--- src/rtl/dw_fifoctl_mc_pkg.sv ---
`default_nettype none
// ============================================================================
//  Module  : dw_fifoctl_mc_pkg
//  Brief   : Shared constants and width helpers for the multi-channel FIFO
//            controller (optional feature macro: FIFOCTL_MC_WATERMARK_EN).
//  Revision: 1.0
// ============================================================================
package dw_fifoctl_mc_pkg;

    localparam int ERR_STICKY = 0;
    localparam int ERR_PULSE  = 1;

    function automatic int clog2(input int n);
        int r;
        int v;
        r = 0;
        v = 1;
        while (v < n) begin
            v = v << 1;
            r = r + 1;
        end
        return r;
    endfunction

    function automatic int aw_of(input int depth);
        return clog2(depth);
    endfunction

    function automatic int cw_of(input int channels);
        return (channels > 1) ? clog2(channels) : 1;
    endfunction

    function automatic int nw_of(input int depth);
        return clog2(depth + 1);
    endfunction

endpackage
`default_nettype wire

--- src/rtl/dw_fifoctl_mc_chan.sv ---
`default_nettype none
// ============================================================================
//  Module  : dw_fifoctl_mc_chan
//  Brief   : Pointers, word count, status flags and error for one logical FIFO.
//            FIFOCTL_MC_WATERMARK_EN adds a peak word-count register.
//  Revision: 1.0
// ============================================================================
module dw_fifoctl_mc_chan
    import dw_fifoctl_mc_pkg::*;
#(
    parameter int depth    = 8,
    parameter int err_mode = ERR_STICKY
) (
    input  logic                     clk,
    input  logic                     rst_n,
    input  logic                     init_n,
    input  logic                     push,
    input  logic                     pop,
    input  logic                     offence,
    input  logic [nw_of(depth)-1:0]  ae_level,
    input  logic [nw_of(depth)-1:0]  af_level,
    output logic [aw_of(depth)-1:0]  wr_ptr,
    output logic [aw_of(depth)-1:0]  rd_ptr,
    output logic [nw_of(depth)-1:0]  count,
    output logic                     empty,
    output logic                     almost_empty,
    output logic                     half_full,
    output logic                     almost_full,
    output logic                     full,
    output logic                     error
`ifdef FIFOCTL_MC_WATERMARK_EN
    ,
    output logic [nw_of(depth)-1:0]  peak
`endif
);

    localparam int               c_AW    = aw_of(depth);
    localparam int               c_NW    = nw_of(depth);
    localparam logic [c_NW-1:0]  c_DEPTH = c_NW'(depth);
    localparam logic [c_NW-1:0]  c_HALF  = c_NW'((depth + 1) / 2);

    logic [c_AW-1:0] r_wr_ptr;
    logic [c_AW-1:0] r_rd_ptr;
    logic [c_NW-1:0] r_count;
    logic            r_error;
    logic [c_NW-1:0] w_count_nxt;

    always_comb begin
        w_count_nxt = r_count;
        case ({push, pop})
            2'b10:   w_count_nxt = r_count + 1'b1;
            2'b01:   w_count_nxt = r_count - 1'b1;
            default: w_count_nxt = r_count;
        endcase
    end

    // Power-of-two depth lets the pointers wrap by natural overflow.
    always_ff @(posedge clk or negedge rst_n) begin
        if (!rst_n) begin
            r_wr_ptr <= '0;
            r_rd_ptr <= '0;
            r_count  <= '0;
            r_error  <= 1'b0;
        end else if (!init_n) begin
            r_wr_ptr <= '0;
            r_rd_ptr <= '0;
            r_count  <= '0;
            r_error  <= 1'b0;
        end else begin
            if (push) r_wr_ptr <= r_wr_ptr + 1'b1;
            if (pop)  r_rd_ptr <= r_rd_ptr + 1'b1;
            r_count <= w_count_nxt;
            r_error <= (err_mode == ERR_PULSE) ? offence : (r_error | offence);
        end
    end

`ifdef FIFOCTL_MC_WATERMARK_EN
    logic [c_NW-1:0] r_peak;

    always_ff @(posedge clk or negedge rst_n) begin
        if (!rst_n) begin
            r_peak <= '0;
        end else if (!init_n) begin
            r_peak <= '0;
        end else if (w_count_nxt > r_peak) begin
            r_peak <= w_count_nxt;
        end
    end

    assign peak = r_peak;
`endif

    assign wr_ptr       = r_wr_ptr;
    assign rd_ptr       = r_rd_ptr;
    assign count        = r_count;
    assign error        = r_error;
    assign empty        = (r_count == '0);
    assign full         = (r_count == c_DEPTH);
    assign almost_empty = (r_count <= ae_level);
    assign half_full    = (r_count >= c_HALF);
    // count >= depth - af_level, rearranged so a large af_level cannot go negative.
    assign almost_full  = (({1'b0, r_count} + {1'b0, af_level}) >= {1'b0, c_DEPTH});

endmodule
`default_nettype wire

--- src/rtl/dw_fifoctl_s1_mc.sv ---
`default_nettype none
// ============================================================================
//  Module  : dw_fifoctl_s1_mc
//  Brief   : Single-clock multi-channel FIFO controller over a shared 1W1R RAM.
//            FIFOCTL_MC_WATERMARK_EN adds the per-channel peak_count output.
//  Revision: 1.0
// ============================================================================
module dw_fifoctl_s1_mc
    import dw_fifoctl_mc_pkg::*;
#(
    parameter int depth    = 8,
    parameter int channels = 4,
    parameter int err_mode = ERR_STICKY
) (
    input  logic                                        clk,
    input  logic                                        rst_n,
    input  logic                                        init_n,
    input  logic                                        push_req_n,
    input  logic [cw_of(channels)-1:0]                  push_ch,
    input  logic                                        pop_req_n,
    input  logic [cw_of(channels)-1:0]                  pop_ch,
    input  logic [nw_of(depth)-1:0]                     ae_level,
    input  logic [nw_of(depth)-1:0]                     af_level,
    output logic                                        we_n,
    output logic [cw_of(channels)+aw_of(depth)-1:0]     wr_addr,
    output logic [cw_of(channels)+aw_of(depth)-1:0]     rd_addr,
    output logic [channels-1:0]                         empty,
    output logic [channels-1:0]                         almost_empty,
    output logic [channels-1:0]                         half_full,
    output logic [channels-1:0]                         almost_full,
    output logic [channels-1:0]                         full,
    output logic [channels-1:0]                         error,
    output logic [channels*nw_of(depth)-1:0]            word_count
`ifdef FIFOCTL_MC_WATERMARK_EN
    ,
    output logic [channels*nw_of(depth)-1:0]            peak_count
`endif
);

    localparam int c_AW = aw_of(depth);
    localparam int c_CW = cw_of(channels);
    localparam int c_NW = nw_of(depth);

    logic [channels-1:0] w_push_hit;
    logic [channels-1:0] w_pop_hit;
    logic [c_AW-1:0]     w_wr_ptr [channels];
    logic [c_AW-1:0]     w_rd_ptr [channels];
    logic [c_AW-1:0]     w_wr_sel;
    logic [c_AW-1:0]     w_rd_sel;
    logic                w_push_req;
    logic                w_pop_req;
    logic                w_push_full;
    logic                w_pop_empty;
    logic                w_same_ch;
    logic                w_push_ok;
    logic                w_pop_ok;

    genvar c;
    generate
        for (c = 0; c < channels; c++) begin : g_dec
            assign w_push_hit[c] = (channels == 1) || (push_ch == c_CW'(c));
            assign w_pop_hit[c]  = (channels == 1) || (pop_ch == c_CW'(c));
        end
    endgenerate

    assign w_push_req  = !push_req_n && init_n;
    assign w_pop_req   = !pop_req_n && init_n;
    assign w_push_full = |(full & w_push_hit);
    assign w_pop_empty = |(empty & w_pop_hit);
    assign w_same_ch   = (channels == 1) || (push_ch == pop_ch);

    // A same-cycle push never rescues an empty channel, but a pop frees a full one.
    assign w_pop_ok  = w_pop_req && !w_pop_empty;
    assign w_push_ok = w_push_req && (!w_push_full || (w_pop_ok && w_same_ch));
    assign we_n      = !w_push_ok;

    always_comb begin
        w_wr_sel = '0;
        w_rd_sel = '0;
        for (int i = 0; i < channels; i++) begin
            if (w_push_hit[i]) w_wr_sel = w_wr_ptr[i];
            if (w_pop_hit[i])  w_rd_sel = w_rd_ptr[i];
        end
    end

    assign wr_addr = {push_ch, w_wr_sel};
    assign rd_addr = {pop_ch, w_rd_sel};

    generate
        for (c = 0; c < channels; c++) begin : g_chan
            dw_fifoctl_mc_chan #(
                .depth    (depth),
                .err_mode (err_mode)
            ) u_chan (
                .clk          (clk),
                .rst_n        (rst_n),
                .init_n       (init_n),
                .push         (w_push_ok && w_push_hit[c]),
                .pop          (w_pop_ok && w_pop_hit[c]),
                .offence      ((w_push_req && !w_push_ok && w_push_hit[c]) ||
                               (w_pop_req && !w_pop_ok && w_pop_hit[c])),
                .ae_level     (ae_level),
                .af_level     (af_level),
                .wr_ptr       (w_wr_ptr[c]),
                .rd_ptr       (w_rd_ptr[c]),
                .count        (word_count[c*c_NW +: c_NW]),
                .empty        (empty[c]),
                .almost_empty (almost_empty[c]),
                .half_full    (half_full[c]),
                .almost_full  (almost_full[c]),
                .full         (full[c]),
                .error        (error[c])
`ifdef FIFOCTL_MC_WATERMARK_EN
                ,
                .peak         (peak_count[c*c_NW +: c_NW])
`endif
            );
        end
    endgenerate

endmodule
`default_nettype wire
--- config.mk ---
export PLATFORM = sky130hd
export DESIGN_NAME = dw_fifoctl_s1_mc
export DESIGN_NICKNAME = d
export VERILOG_FILES = /design/src/rtl/dw_fifoctl_mc_pkg.sv /design/src/rtl/dw_fifoctl_mc_chan.sv /design/src/rtl/dw_fifoctl_s1_mc.sv
export SDC_FILE = /design/constraint.sdc
export NUM_CORES = 1
export LEC_CHECK = 0
export CORE_UTILIZATION = 49
export CTS_CLUSTER_DIAMETER = 40
export DETAILED_ROUTE_END_ITERATION = 8
export GPL_TIMING_DRIVEN = 0
export PLACE_DENSITY = 0.79
export SYNTH_ARGS = -nofsm -noshare
export SYNTH_HDL_FRONTEND = slang
export SYNTH_SLANG_ARGS = --single-unit
--- constraint.sdc ---
create_clock -name clk -period 3.45 [get_ports clk]
set_input_delay 0.69 -clock clk [delete_from_list [all_inputs] [get_ports clk]]
set_output_delay 0.69 -clock clk [all_outputs]
set_load 0.02 [all_outputs]
# Yosys cells after proc, flatten, opt, wreduce, memory -nomap -nowiden
# Index checks and enable logic that the tools add are counted.
[totals]
register_bits = 44
in_bits = 17
out_inout_bits = 51
wordCells = 163
[classes]
add_sub_neg = 20
n_lt_le_gt_ge = 12
eq_ne = 31
n_mux = 36
bitwise_logic = 6
n_reduce_logical = 42
[ops]
columns = ["cell", "count"]
rows = [
  ["$mux 3", 24],
  ["$pmux 4 s2", 4],
  ["$add 3x1->3 const B", 8],
  ["$logic_and 1x1->1", 23],
  ["$add 4x4->5", 4],
  ["$ge 5x4->1 const B", 4],
  ["$add 4x1->4 const B", 4],
  ["$eq 2x2->1 const B", 8],
  ["$eq 4x4->1 const B", 4],
  ["$ge 4x3->1 const B", 4],
  ["$le 4x4->1", 4],
  ["$logic_not 4->1", 4],
  ["$mux 4", 4],
  ["$ne 2x1->1 const B", 8],
  ["$sub 4x1->4 const B", 4],
  ["$eq 2x1->1 const B", 6],
  ["$ne 3x1->1 const B", 4],
  ["$and 4x4->4", 2],
  ["$reduce_or 4->1", 2],
  ["$logic_not 1->1", 6],
  ["$logic_or 1x1->1", 5],
  ["$logic_not 2->1", 2],
  ["$mux 1", 4],
  ["$or 1x1->1", 4],
  ["$eq 2x2->1", 1],
]

# Depth between registers and ports, before layout
[depth]
ltp_word = 14
ltp_mapped = 15
ltp_nobuf = 12

# Modules after synthesis
# A second synthesis with hierarchy kept.
[unflattened]
cells_unflattened = 385
hier_area_um2 = 3867.5
[modules_own_cells]
columns = ["mod", "n_inst", "cells_per_inst", "area_per_inst_um2", "seq_area_each_um2"]
rows = [
  ["dw_fifoctl_mc_chan at g_chan[1].u_chan ...", 3, 83, 862.1, 275.3],
  ["dw_fifoctl_mc_chan at g_chan[0].u_chan", 1, 87, 842.1, 275.3],
  ["dw_fifoctl_s1_mc", 1, 49, 439.2, 0.0],
]

# Worst setup path before layout
# Ideal clock, no wire load.
[synth_timing]
path_kind = "input -> register"
startpoint = "input port pop_ch[1]"
endpoint = "register g_chan[2].u_chan.r_count[3]"
setup_ns = 0.068
arrival_ns = 3.401
t_required_ns = 3.382
path_slack_ns = -0.019
stages = 14
n_path_buf = 3
cell_sequence = "buf_4 nor2_1 a22oi_1 and3_1 buf_6 o211a_1 buf_6 nor2_1 ha_1 a21o_2 a21oi_1 or3b_2 mux2i_1 a311o_1"
[synth_via]
elab_chain_cells = 12
word_cells_on_any_way = 19
cone_classes = "eq/ne: 7; mux: 2; bitwise: 1; reduce/logical: 9"
[synth_rtl]
columns = ["element", "line_no", "text"]
rows = [
  ["start, declared", "dw_fifoctl_s1_mc.sv:21", "input logic [cw_of(channels)-1:0] pop_ch,"],
  ["$eq 2x1->1, or another cell as far along", "dw_fifoctl_s1_mc.sv:62", "assign w_pop_hit[c] = (channels == 1) || (pop_ch == c_CW'(c));"],
  ["$and 4x4->4", "dw_fifoctl_s1_mc.sv:69", "assign w_pop_empty = |(empty & w_pop_hit);"],
  ["$reduce_or 4->1", "dw_fifoctl_s1_mc.sv:69", ""],
  ["$logic_not 1->1", "dw_fifoctl_s1_mc.sv:73", "assign w_pop_ok = w_pop_req && !w_pop_empty;"],
  ["$logic_and 1x1->1", "dw_fifoctl_s1_mc.sv:73", ""],
  ["$logic_and 1x1->1", "dw_fifoctl_s1_mc.sv:74", "assign w_push_ok = w_push_req && (!w_push_full || (w_pop_ok && w_same_ch));"],
  ["$logic_or 1x1->1", "dw_fifoctl_s1_mc.sv:74", ""],
  ["$logic_and 1x1->1", "dw_fifoctl_s1_mc.sv:74", ""],
  ["$logic_and 1x1->1", "dw_fifoctl_s1_mc.sv:98", ".push (w_push_ok && w_push_hit[c]),"],
  ["$eq 2x1->1 / $eq 2x2->1 (equally long branches)", "dw_fifoctl_mc_chan.sv:50", "case ({push, pop})"],
  ["$pmux 4 s2", "dw_fifoctl_mc_chan.sv:50", ""],
  ["$mux 4", "dw_fifoctl_mc_chan.sv:64", "end else if (!init_n) begin"],
  ["end signal, assigned", "dw_fifoctl_mc_chan.sv:72", "r_count <= w_count_nxt;"],
  ["end, declared", "dw_fifoctl_mc_chan.sv:44", "logic [c_NW-1:0] r_count;"],
]
# Several ways; a longest one is shown, not always the timed one.
# A chain may end at the register's enable or synchronous reset.

# Final worst setup path
[layout_timing]
startpoint = "register g_chan[2].u_chan.r_count[1]"
endpoint = "register g_chan[2].u_chan.r_count[3]"
[layout_via]
elab_chain_cells = 12
word_cells_on_any_way = 21
cone_classes = "add/sub: 2; eq/ne: 4; mux: 2; bitwise: 2; reduce/logical: 11"
[layout_rtl]
columns = ["element", "line_no", "text"]
rows = [
  ["$logic_not 4->1 (*)", "dw_fifoctl_mc_chan.sv:97", "assign empty = (r_count == '0);"],
  ["via g_chan[2].u_chan.empty", "dw_fifoctl_mc_chan.sv:25", "output logic empty,"],
  ["$and 4x4->4 (*)", "dw_fifoctl_s1_mc.sv:69", ""],
  ["$reduce_or 4->1 (*)", "dw_fifoctl_s1_mc.sv:69", ""],
  ["$logic_not 1->1 (*)", "dw_fifoctl_s1_mc.sv:73", ""],
  ["$logic_and 1x1->1 (*)", "dw_fifoctl_s1_mc.sv:73", ""],
  ["$logic_and 1x1->1", "dw_fifoctl_s1_mc.sv:74", ""],
  ["$logic_or 1x1->1", "dw_fifoctl_s1_mc.sv:74", ""],
  ["$logic_and 1x1->1", "dw_fifoctl_s1_mc.sv:74", ""],
  ["$logic_and 1x1->1", "dw_fifoctl_s1_mc.sv:98", ""],
  ["$eq 2x1->1 / $eq 2x2->1 (equally long branches)", "dw_fifoctl_mc_chan.sv:50", ""],
  ["$pmux 4 s2", "dw_fifoctl_mc_chan.sv:50", ""],
  ["$mux 4", "dw_fifoctl_mc_chan.sv:64", ""],
]
# The timed path passes the listed nets; every way through them passes the cells marked *.

==> run summary <==
DR WL/cell = 16.2 um
CP startpoint = g_chan[2].u_chan.count[1]$_DFFE_PN0P_
Synthesized area = 0.00395 sq mm
Slew @ Worst Pin = 590 ps
Num CTS Buffers = 5
Hold Path Class = in2async
Rows = 32
Slew Viols, Final = 0
Reg clk slew, reported paths = 90 ps
Clock root cell = clkbuf_8
Startpoint types = register
Boundary pin count = 68
Async SR Flop Fraction = 1.00
Crit path max-delay family = simple AND/OR/NAND/NOR gates
XOR/XNOR Fraction of Synth Area = 0.0571
Total congestion overflow = 0
HPWL after DPL = 6980 um
Post-synth cell types = 56
Antenna-violating nets left = 0
Synth area leader = dfrtp_1
Worst Path Max Fanout = 9
Router iterations before antenna repair = 5
# diodes = 0
Simple-Gate Fraction of Synth Area = 0.162
Area Growth Syn to Fin = 26.3%
Maximum root-to-sink buffer count = 2
Crit path buf inv count = 2
Share of cells above drive strength 1 = 0.212
Die X = 91.8 um
Leakage power = 2.45 nW
# DRC = 0
Crit end category = register
Initial antenna violation count = 0
Final RePlAce weighted congestion = 0.831
Worst hold slack = 319 ps
Mux cell area share after synthesis = 0.115
Net count, final = 535
Cell Pwr Density = 279 mW/mm^2
Setup-failing EPs final = 0
Most frequent cell on the critical path = buf_6
Synth Area in Compound Gates = 0.0926
Hold_buf cts = 0
Worst slew margin = 0.607
Place WS = -617 ps
Syn Nets = 462
Area of the die = 0.00842 sq mm
WL final = 9170 um
Placed cells = 555
Die height = 91.8 um
Global-route wire length before repair = 15000 um
CP peak stage delay = 530 ps
Clk sink count = 44
CTS H-tree lvls = 2
Pwr Total = 0.00139 W
Unrepaired setup endpoints after global routing = false
Port buffer count = 63
Gr usage total = 0.227
Largest cells by area after synthesis = dfrtp_1, ha_1, mux2i_1
Vias per inst = 5.46
Max Fclk = 0.297 GHz
Worst Setup Slack, final = 77.8 ps
Routed vias = 3084
Worst-path cell chain = nor4_4 > a22oi_2 > and3_1 > buf_6 > o211a_1 > buf_6 > nor2_4 > ha_4 > a21o_2 > a21oi_4 > or3b_2 > mux2i_1 > a311o_1
Clk_lat worst skew = 300 ps
Worst r2r src = g_chan[2].u_chan.count[1]$_DFFE_PN0P_
CTS tree = yes
CP arrival = 3610 ps
Synth Flop Type = dfrtp_1
Status = complete, no violations
Max-Cap Viols = 0
Post-synth top area share = 0.279
Largest family of logic cells by synthesized area = adder cells
Post-Synth Adder-Cell Area = 0.193
Max IR drop VDD = 0.000233 V
Ys Warns = 0
Iteration-0 DRC Markers = 161
Setup TNS = 0 ps
Pin count of the biggest net entering global routing = 28
Starting density of the core = 0.508
Number of synthesized register bits = 44
Crit Path Class = reg2reg
Core Area = 0.00777 sq mm
Post-route clock period utilization = 0.977
Post-synth EDFFs = 0
Instance count of the mapped netlist = 389
Vias in the first global route = 3080
Avg Cell Area, Syn = 10.1 sq um
Final hold vios = 0
Sequential element share of the synthesized area = 0.279
Finished Layout Cells = 565
Final Critical Period = 3370 ps
Clk_skew = 7.52 ps
WP data required = 3690 ps
Slowest cell on the critical path = dfrtp_2
synth_stat cells (4+ instances only):
master    number
ha_1          48
dfrtp_1       44
nor2_1        33
mux2i_1       32
buf_4         30
nand2_1       27
inv_1         21
a21oi_1       16
nor2b_1       13
xnor2_1        9
fa_1           8
xor2_1         8
buf_6          6
mux4_2         6
nand2b_1       6
o21ai_0        6
nand4_1        5
a41o_1         4
clkbuf_1       4
nor4_2         4
nor4b_1        4
or2_2          4
registers in the layout, summed over array words and instances (netlist names):
name                  count
g_chan.u_chan.error       4
g_chan.u_chan.wr_ptr     12
g_chan.u_chan.count      16
g_chan.u_chan.rd_ptr     12
power by group:
part	internal (W)	switching (W)
Clock	0.000237	0.000189
Sequential	0.000529	0.0000394
Combinational	0.000196	0.000200
metal layers:
metal	GRT usage	up-vias	part of all wire
met5	0	-	0
met4	0.0534	0	0.014
met3	0.0357	8	0.046
met2	0.397	85	0.51
met1	0.295	1517	0.43
li1	-	1474	-
cell type report:
| cell class | count | area (sq um) |
|---|---|---|
| fillers | 625 | 2780 |
| multi-input cells | 281 | 2570 |
| flip-flops and latches | 44 | 1100 |
| repair buffers | 66 | 661 |
| clock buffers | 6 | 82.6 |
| clock inverters | 2 | 38.8 |
| inverters | 22 | 82.6 |
| plain buffers | 42 | 318 |
| well taps | 102 | 128 |
cell usage in the layout, fill, tap and decap left out, drive strengths merged, types with 6 or more instances in the layout:
cell / netlist / layout
clkbuf: 4 / 10
dlygate4sd2: 0 / 6
mux2i: 32 / 32
xnor2: 11 / 11
nand2: 27 / 27
nor2b: 13 / 13
fa: 8 / 8
nand4: 6 / 6
ha: 48 / 48
dfrtp: 44 / 44
inv: 21 / 21
mux4: 6 / 6
buf: 38 / 42
a21oi: 16 / 16
xor2: 10 / 10
nor2: 33 / 33
clkdlybuf4s50: 0 / 52
o21ai: 6 / 6
nand2b: 6 / 6
worst paths after layout:
kind	end	slack, ps	cells past startpoint
setup reg to reg	g_chan[2].u_chan.count[3]$_DFFE_PN0P_	80	13
hold reg to reg	g_chan[3].u_chan.rd_ptr[0]$_DFFE_PN0P_	520	1
min in group clk	g_chan[3].u_chan.rd_ptr[0]$_DFFE_PN0P_	520	1
hold / removal	g_chan[0].u_chan.count[0]$_DFFE_PN0P_	320	1
setup / recovery	g_chan[2].u_chan.count[3]$_DFFE_PN0P_	80	13
max in group asynchronous	g_chan[2].u_chan.error$_DFF_PN0_	2630	2
timing repair:
item | in CTS | in global routing
resized for setup | 14 | 18
setup buffers | 0 | 2
setup endpoints to repair | 12 | 8
pin swaps | 0 | 3
hold endpoints to repair | 0 | 0
kinds of logic after synthesis:
group / count (synthesis)
AOI/OAI and AO/OA: 50
xor gates and xnor gates: 21
adders and majority gates: 56
buffers and inverters: 64
DFF: 44
muxes: 38
and+or+nand+nor: 116
through the flow:
step | util | area [sq um]
detailed placement | 0.609 | 4730
floorplan | - | 3960
CTS | 0.628 | 4880
finish | 0.642 | 4980
global placement | 0.607 | 4710
global route | 0.642 | 4980
Power figures use the tool's default switching activity.
